==> src/rtl/alu_j_core.sv <==
// -----------------------------------------------------------------------------
// alu_j_core : small ALU with a combinational result path and a registered copy
//
// Ports
//   clk       in   rising-edge clock for the registered copy
//   rst_n     in   asynchronous active-low reset of result_q/status_q
//   opcode    in   operation select (NOP/ADD/SUB/AND/OR/NOT/SHL/SHR/VAL)
//   operand1  in   first operand
//   operand2  in   second operand
//   param     in   immediate value / shift amount
//   result    out  combinational result
//   status    out  combinational flags: [0] carry/borrow, [1] zero, [2] negative
//   result_q  out  registered result, loaded on any operation other than NOP
//   status_q  out  registered status, loaded alongside result_q
//
// Optional feature macro: ALU_J_ROTATE_EN adds ROL (01001) and ROR (01010),
// rotating operand1 by the low log2(DATA_WIDTH) bits of param. Without the
// macro those opcodes decode as NOP.
// -----------------------------------------------------------------------------
module alu_j_core #(
  parameter int DATA_WIDTH      = 8,
  parameter int NUM_OPCODE_BITS = 5,
  parameter int PARAM_BITS      = 8,
  parameter int NUM_STATUS_BITS = 3
) (
  input  logic                       clk,
  input  logic                       rst_n,
  input  logic [NUM_OPCODE_BITS-1:0] opcode,
  input  logic [DATA_WIDTH-1:0]      operand1,
  input  logic [DATA_WIDTH-1:0]      operand2,
  input  logic [PARAM_BITS-1:0]      param,
  output logic [DATA_WIDTH-1:0]      result,
  output logic [NUM_STATUS_BITS-1:0] status,
  output logic [DATA_WIDTH-1:0]      result_q,
  output logic [NUM_STATUS_BITS-1:0] status_q
);

  localparam logic [NUM_OPCODE_BITS-1:0] OP_NOP = NUM_OPCODE_BITS'(5'b00000);
  localparam logic [NUM_OPCODE_BITS-1:0] OP_ADD = NUM_OPCODE_BITS'(5'b00001);
  localparam logic [NUM_OPCODE_BITS-1:0] OP_SUB = NUM_OPCODE_BITS'(5'b00010);
  localparam logic [NUM_OPCODE_BITS-1:0] OP_AND = NUM_OPCODE_BITS'(5'b00011);
  localparam logic [NUM_OPCODE_BITS-1:0] OP_OR  = NUM_OPCODE_BITS'(5'b00100);
  localparam logic [NUM_OPCODE_BITS-1:0] OP_NOT = NUM_OPCODE_BITS'(5'b00101);
  localparam logic [NUM_OPCODE_BITS-1:0] OP_SHL = NUM_OPCODE_BITS'(5'b00110);
  localparam logic [NUM_OPCODE_BITS-1:0] OP_SHR = NUM_OPCODE_BITS'(5'b00111);
  localparam logic [NUM_OPCODE_BITS-1:0] OP_VAL = NUM_OPCODE_BITS'(5'b01000);
`ifdef ALU_J_ROTATE_EN
  localparam logic [NUM_OPCODE_BITS-1:0] OP_ROL = NUM_OPCODE_BITS'(5'b01001);
  localparam logic [NUM_OPCODE_BITS-1:0] OP_ROR = NUM_OPCODE_BITS'(5'b01010);
  localparam int ROT_BITS = $clog2(DATA_WIDTH);
`endif

  localparam int ST_CARRY = 0;
  localparam int ST_ZERO  = 1;
  localparam int ST_NEG   = 2;

  logic [DATA_WIDTH:0]          add_ext_s;
  logic [DATA_WIDTH:0]          sub_ext_s;
  logic [DATA_WIDTH:0]          shl_ext_s;
  logic [DATA_WIDTH:0]          shr_ext_s;
  logic [DATA_WIDTH-1:0]        result_s;
  logic                         carry_s;
  logic                         load_s;
  logic [NUM_STATUS_BITS-1:0]   status_s;
  logic [DATA_WIDTH-1:0]        result_q_r;
  logic [NUM_STATUS_BITS-1:0]   status_q_r;

  // One extra bit on each side of the operand catches the carry/borrow and
  // the last bit shifted out; shifting by >= width naturally yields zero.
  assign add_ext_s = {1'b0, operand1} + {1'b0, operand2};
  assign sub_ext_s = {1'b0, operand1} - {1'b0, operand2};
  assign shl_ext_s = {1'b0, operand1} << param;
  assign shr_ext_s = {operand1, 1'b0} >> param;

`ifdef ALU_J_ROTATE_EN
  logic [ROT_BITS-1:0]     rot_amt_s;
  logic [2*DATA_WIDTH-1:0] rol_ext_s;
  logic [2*DATA_WIDTH-1:0] ror_ext_s;

  // Rotation as a shift of the operand concatenated with itself.
  assign rot_amt_s = param[ROT_BITS-1:0];
  assign rol_ext_s = {operand1, operand1} << rot_amt_s;
  assign ror_ext_s = {operand1, operand1} >> rot_amt_s;
`endif

  // Operation decode: result, carry, and whether the registered copy loads.
  always_comb begin
    result_s = '0;
    carry_s  = 1'b0;
    load_s   = 1'b1;
    case (opcode)
      OP_NOP: load_s = 1'b0;
      OP_ADD: begin
        result_s = add_ext_s[DATA_WIDTH-1:0];
        carry_s  = add_ext_s[DATA_WIDTH];
      end
      OP_SUB: begin
        // The borrow lands in the extra top bit exactly when operand1 < operand2.
        result_s = sub_ext_s[DATA_WIDTH-1:0];
        carry_s  = sub_ext_s[DATA_WIDTH];
      end
      OP_AND: result_s = operand1 & operand2;
      OP_OR:  result_s = operand1 | operand2;
      OP_NOT: result_s = ~operand2;
      OP_SHL: begin
        result_s = shl_ext_s[DATA_WIDTH-1:0];
        carry_s  = shl_ext_s[DATA_WIDTH];
      end
      OP_SHR: begin
        result_s = shr_ext_s[DATA_WIDTH:1];
        carry_s  = shr_ext_s[0];
      end
      OP_VAL: result_s = DATA_WIDTH'(param);
`ifdef ALU_J_ROTATE_EN
      OP_ROL: begin
        result_s = rol_ext_s[2*DATA_WIDTH-1:DATA_WIDTH];
        carry_s  = rol_ext_s[DATA_WIDTH];
      end
      OP_ROR: begin
        result_s = ror_ext_s[DATA_WIDTH-1:0];
        carry_s  = ror_ext_s[DATA_WIDTH-1];
      end
`endif
      default: load_s = 1'b0;
    endcase
  end

  // Status flags derived from the selected result for every opcode.
  always_comb begin
    status_s           = '0;
    status_s[ST_CARRY] = carry_s;
    status_s[ST_ZERO]  = (result_s == '0);
    status_s[ST_NEG]   = result_s[DATA_WIDTH-1];
  end

  // Registered copy: loads on real operations, holds on NOP/unlisted opcodes.
  always_ff @(posedge clk or negedge rst_n) begin
    if (!rst_n) begin
      result_q_r <= '0;
      status_q_r <= '0;
    end else if (load_s) begin
      result_q_r <= result_s;
      status_q_r <= status_s;
    end
  end

  assign result   = result_s;
  assign status   = status_s;
  assign result_q = result_q_r;
  assign status_q = status_q_r;

endmodule

==> config.mk <==
export PLATFORM = sky130hd
export DESIGN_NAME = alu_j_core
export DESIGN_NICKNAME = d
export VERILOG_FILES = /design/src/rtl/alu_j_core.sv
export SDC_FILE = /design/constraint.sdc
export NUM_CORES = 1
export LEC_CHECK = 0
export ABC_AREA = 1
export CAP_MARGIN = 20
export CORE_MARGIN = 2
export CORE_UTILIZATION = 28
export DETAILED_ROUTE_END_ITERATION = 12
export PLACE_DENSITY = 0.57
export SYNTH_ARGS = -nofsm -noshare
export SYNTH_HDL_FRONTEND = slang
export SYNTH_SLANG_ARGS = --single-unit
==> constraint.sdc <==
create_clock -name clk -period 3.1 [get_ports clk]
set_clock_uncertainty 0.05 [all_clocks]
set_input_delay 0.62 -clock clk [delete_from_list [all_inputs] [get_ports clk]]
set_output_delay 0.62 -clock clk [all_outputs]
set_load 0.02 [all_outputs]
==> flow_metrics.py, run 1 <==
metrics = {
    "run_status": {
        "outcome": "complete, no violations",
    },
    "critical_path": {
        "crit_path_frequent_cell": "nand2_1",
        "path_cells": "dlygate4sd2_1 -> buf_4 -> nand2_1 -> nor2_4 -> inv_2 -> nand2_1 -> a22oi_1 -> nand2_1 -> a21oi_2 -> nand3_1 -> nor2_2 -> nand2_2 -> inv_2 -> buf_6",
        "cp_num_buf_inv": 5,
        "cp.arrival_ps": 2360,
        "critPathCaptureType": "output pin",
        "rr_startpoint": "status_q[0]",
        "worstSetupStartpoint": "opcode[0]",
        "crit_family": "simple AND/OR/NAND/NOR gates",
        "start_kind": "input port",
        "cp_slowest_cell": "dlygate4sd2_1",
        "slowest_delay_ps": 260,
        "critPathMaxFanout": 5,
        "worst-setup-path-type": "input port to output pin",
        "worstPathRequired_ps": 2430,
    },
    "power_and_ir_drop": {
        "leakage_uw": 0.00223,
        "seq_power_share_pct": 18.2,
        "clock_power_share_pct": 16.7,
        "cellInternalPower_uw": 565,
        "irDropWorstVdd_mv": 0.129,
        "power_uw": 967,
        "p_per_area_nw_per_um2": 231,
        "switching_power_uw": 402,
        "comb_power_share_pct": 65.1,
        "sw_frac_of_total_pct": 41.6,
    },
    "worst_hold_path": {
        "holdCritPathClass": "flip-flop to flip-flop",
        "min-delay-start": "status_q[1]",
    },
    "global_route": {
        "antenna_found_initial": 0,
        "grt_overflow": 0,
        "track_usage_pct": 19.6,
        "grt_pass1_vias": 3429,
        "grt_max_degree": 18,
        "grt_first_pass_wirelength_um": 15600,
    },
    "timing": {
        "clock.fmax_mhz": 330,
        "slew_viol_final": 0,
        "rsz0062_at_grt": "true",
        "hold_violations": 0,
        "worstMarginPinSlew_ps": 452,
        "final-setup-viol-count": 0,
        "post-route-min-period_ps": 3030,
        "timing.slew.headroom_pct": 69.8,
        "finalCritPeriodShare_pct": 97.8,
    },
    "clocking": {
        "clock_latency_ps": 230,
        "cts_tree": "done",
        "htree_levels": 1,
        "cts-root-buf": "clkbuf_8",
        "clock_path_buffers": 2,
        "cts_made_buffers": 3,
        "cts_hold_buf": 0,
        "cts_sinks": 10,
        "clkTransAtPathRegs_ps": 50,
    },
    "logic_synthesis": {
        "synth_seq_cells": 10,
        "syn_nets": 492,
        "yosysWarnings": 0,
        "synth_area_um2": 2470,
        "ys_seq_area_share_pct": 10.1,
        "synthCells": 435,
        "synth_cell_type_count": 33,
        "syn_avg_cell_area_um2": 5.67,
    },
    "floorplan": {
        "die_area_um2": 9580,
        "dieHeight_um": 97.9,
        "initial_core_util_pct": 28.6,
        "ios": 53,
        "rows": 34,
        "die_x_um": 97.9,
        "coreArea_um2": 8640,
    },
    "place": {
        "hpwl_um": 7520,
        "io_buffers": 52,
        "place.gp.congestion": 0.979,
        "post_dp_cell_area_um2": 3750,
    },
    "detailed_routing": {
        "drt-initial-drc-count": 173,
        "routedWlPerCell_um": 13.6,
        "wl_um": 9430,
        "drtPass1Iterations": 4,
        "drc": 0,
        "ant_nets": 0,
        "dr_total_vias": 3344,
        "vias_per_cell": 4.84,
    },
    "final_layout": {
        "syn_to_final_growth_pct": 69.7,
        "final_cell_area_um2": 4190,
        "n_antenna_cell": 0,
        "nets": 641,
        "drive_gt1_share_pct": 42.5,
    },
    "run": {
        "maxCapViolCount": 0,
    },
}
## synth_stat cells, drive strengths merged
cell | number | area share, %
a21boi | 1 | 0.30
a21oi | 22 | 5.4
a22oi | 1 | 0.30
buf | 13 | 3.9
clkinv | 1 | 0.15
dfrtp | 10 | 10
fa | 2 | 1.6
ha | 24 | 12
inv | 84 | 13
nand2 | 106 | 16
nand3 | 62 | 13
nand4 | 22 | 6.6
nor2 | 51 | 8.8
nor3 | 5 | 1.0
nor3b | 1 | 0.30
o211ai | 1 | 0.51
o21a | 1 | 0.30
o21ai | 22 | 4.5
o22ai | 2 | 0.51
or2 | 1 | 0.25
or4 | 1 | 0.30
xnor2 | 2 | 0.71
## registers in the layout (all words and copies together), names as in the netlist
signal,count
status_q,2
result_q,8
## stage by stage
step	worst slack (ps)	utilization (%)	std cells	setup TNS, ps	hold slack, ps
after floorplan	283	-	435	0	274
after global placement	-885	43.5	675	-7460	451
after detailed placement	-933	43.5	675	-7910	448
after CTS	-21.1	47.1	686	-27.9	459
after global routing	-96.8	48.5	691	-100	498
final	69.0	48.5	691	0	456
## kinds of logic after synthesis
group / count (synthesis) / share of synthesized area (%)
AND/OR/NAND/NOR: 249 / 46.7
buffers and inverters: 98 / 16.9
AO/OA/AOI/OAI: 50 / 11.8
adder cells (fa/ha/maj): 26 / 13.8
flip-flops: 10 / 10.1
XOR/XNOR: 2 / 0.710
## final timing paths
kind	to	slack, ps	depth (start not counted)
worst max-delay path	status[1]	70	14
worst min-delay path	status_q[1]	460	2
worst max register to register	status_q[0]	2410	2
worst min register to register	status_q[1]	460	2
max in group asynchronous	result_q[2]	2040	1
min in group asynchronous	result_q[4]	650	1
## power by group through the flow
stage,Sequential (uW),Clock (uW),Combinational (uW)
2_1_floorplan,214,0,241
3_3_place_gp,178,0,556
3_5_place_dp,179,0,558
4_1_cts,177,163,595
5_1_grt,182,169,685
6_report,176,161,630
## metal layers
| metal | track usage, % | up-vias | share of wire, % |
|---|---|---|---|
| met5 | 0 | - | 0 |
| met4 | 4.49 | 0 | 2.6 |
| met3 | 2.43 | 24 | 5.1 |
| met2 | 36.4 | 84 | 51 |
| met1 | 23.9 | 1538 | 42 |
| li1 | - | 1698 | - |
## area by class of cell
class                           count  area, um2
Clock buffer                        4       55.1
Fill cell                         889       4450
Inverter                           85        329
Multi-Input combinational cell    327       2150
Sequential cell                    10        250
Tap cell                          108        135
Timing Repair Buffer              155       1250
Timing Repair inverter              2       15.0
## layout by cell type, fill, tap and decap left out, types with 11 or more instances in the layout
cell type and n:
dlygate4sd2_1 13, o21ai_1 11, clkdlybuf4s50_1 17, nor2_1 32
inv_2 32, nor2_2 12, nand3_1 50, nand4_1 18
nand2_1 99, inv_1 48, buf_4 96, a21oi_2 11
## worst reg2reg max path, stage by stage (launching register included)
cell      delay [ps]
dfrtp_1          370
inv_1             70
o211ai_2          80
## what timing repair did
item                                    4_1_cts  5_1_grt
resized for setup                           151       54
setup buffers                                 5        5
endpoints found under the setup margin       11       10
cloned                                        2        0
pin swaps                                    42       33
hold endpoints to repair                      0        0
No activity file was read; power rests on OpenSTA's default activity.
==> run 2, diff against run 1 <==
--- a/config.mk
+++ b/config.mk
@@ -11,6 +11,7 @@
 export CORE_UTILIZATION = 28
 export DETAILED_ROUTE_END_ITERATION = 12
 export PLACE_DENSITY = 0.57
+export REMOVE_ABC_BUFFERS = 1
 export SYNTH_ARGS = -nofsm -noshare
 export SYNTH_HDL_FRONTEND = slang
 export SYNTH_SLANG_ARGS = --single-unit
==> flow_metrics.py, run 2 (synthesized netlist as in run 1, its figures left out) <==
metrics = {
    "clocking": {
        "cts_hold_buf": 0,
        "clock_latency_ps": 240,
        "clkTransAtPathRegs_ps": 50,
        "cts_sinks": 10,
        "cts_tree": "done",
        "cts-root-buf": "clkbuf_8",
        "htree_levels": 1,
        "cts_made_buffers": 3,
        "clock_path_buffers": 2,
    },
    "floorplan": {
        "dieHeight_um": 97.9,
        "initial_core_util_pct": 28.6,
        "rows": 34,
        "coreArea_um2": 8640,
        "die_area_um2": 9580,
        "die_x_um": 97.9,
        "ios": 53,
    },
    "run": {
        "maxCapViolCount": 0,
    },
    "final_layout": {
        "syn_to_final_growth_pct": 78.1,
        "fillers": 864,
        "mostFrequentLayoutCell": "buf_4",
        "n_antenna_cell": 0,
        "layout_common_cells": "buf_4, nand2_1, inv_1",
        "largest_reg_flops": 8,
        "drive_gt1_share_pct": 46.7,
        "nets": 649,
    },
    "critical_path": {
        "worst-setup-path-type": "input port to output pin",
        "cp.arrival_ps": 2370,
        "critPathMaxFanout": 3,
        "start_kind": "input port",
        "worstPathRequired_ps": 2430,
        "r2r_slack_ps": 2400,
        "critPathCaptureType": "output pin",
    },
    "global_route": {
        "grt_pass1_vias": 3271,
        "track_usage_pct": 19.8,
        "grt_overflow": 0,
        "grt_max_degree": 19,
        "grt_first_pass_wirelength_um": 15800,
        "antenna_found_initial": 0,
    },
    "detailed_routing": {
        "drt-initial-drc-count": 137,
        "drtPass1Iterations": 5,
        "ant_nets": 0,
        "vias_per_cell": 4.93,
        "wl_um": 9970,
        "drc": 0,
        "dr_total_vias": 3449,
        "routedWlPerCell_um": 14.3,
    },
    "timing": {
        "rsz0062_at_grt": "true",
        "post-route-min-period_ps": 3040,
        "clock.fmax_mhz": 329,
        "hold_violations": 0,
        "finalSetupTns_ps": 0,
        "timing.slew.headroom_pct": 70.8,
        "final-setup-viol-count": 0,
        "finalCritPeriodShare_pct": 98.1,
        "worstMarginPinSlew_ps": 436,
        "slew_viol_final": 0,
    },
    "place": {
        "hpwl_um": 7770,
        "io_buffers": 52,
        "place.gp.congestion": 0.976,
    },
    "power_and_ir_drop": {
        "leakage_uw": 0.00235,
        "irDropWorstVdd_mv": 0.127,
        "p_per_area_nw_per_um2": 229,
        "power_uw": 1010,
    },
    "worst_hold_path": {
        "holdCritPathClass": "flip-flop to flip-flop",
    },
    "run_status": {
        "outcome": "complete, no violations",
    },
}
[run 2: final timing paths]
check | cells after the start | from | end
max in group asynchronous | 1 | rst_n | result_q[5]
min in group asynchronous | 1 | rst_n | result_q[3]
min reg2reg | 2 | result_q[3] | result_q[3]
max reg2reg | 2 | status_q[1] | status_q[1]
min | 2 | result_q[3] | result_q[3]
max | 17 | operand1[0] | status[1]
[run 2: cell type report]
cell class                      count  area (um2)  area share (%)
Tap cell                          108         135            3.07
Clock buffer                        4        55.1            1.25
Timing Repair inverter              2        12.5           0.285
Inverter                           85         347            7.88
Multi-Input combinational cell    327        2240            51.1
Timing Repair Buffer              163        1350            30.7
Sequential cell                    10         250            5.69
[run 2: timing repair]
action,in CTS,in global routing
cloned,1,5
buffers inserted,8,6
gates resized for setup,152,99
endpoints found under the setup margin,11,11
pin swaps,39,49
[run 2: critical path: stages]
cell     delay (ps)
buf_8           110
inv_6            50
ha_4            140
inv_4            40
fa_2            360
nand4_1         130
nand3_2         130
nor2_2          100
nor2_1           40
nand2_1          70
nand2_2          60
nor2_2          110
nand2_1          70
nor2_1           90
nand2_1          80
inv_1            80
buf_6           110
[run 2: power by group]
part,leakage [uW],internal [uW],switching (uW),total (uW)
Sequential,0.000127,160,16.5,177
Clock,0.0000288,111,48.8,160
Combinational,0.00220,316,355,671
[run 2: metal layers]
layer	wire length, um	track usage [%]
met5	0	0
met4	270	6.52
met3	451	1.29
met2	5010	35.2
met1	4240	25.5
[run 2: per-stage QoR]
step / cells / utilization [%] / setup slack, ps / hold slack, ps / area, um2
floorplan: 422 / - / 283 / 274 / 2370
global placement: 675 / 43.5 / -941 / 466 / 3750
detailed placement: 675 / 43.5 / -989 / 465 / 3750
CTS: 688 / 47.0 / -44.7 / 476 / 4060
global route: 699 / 50.9 / -80.6 / 503 / 4400
finish: 699 / 50.9 / 57.7 / 469 / 4400
==> run 3, diff against run 2 <==
--- a/config.mk
+++ b/config.mk
@@ -9,6 +9,7 @@
 export CAP_MARGIN = 20
 export CORE_MARGIN = 2
 export CORE_UTILIZATION = 28
+export CTS_CLUSTER_DIAMETER = 60
 export DETAILED_ROUTE_END_ITERATION = 12
 export PLACE_DENSITY = 0.57
 export REMOVE_ABC_BUFFERS = 1
==> results of run 3 <==
No change in the layout: final DEF, timing and power equal those of run 2.
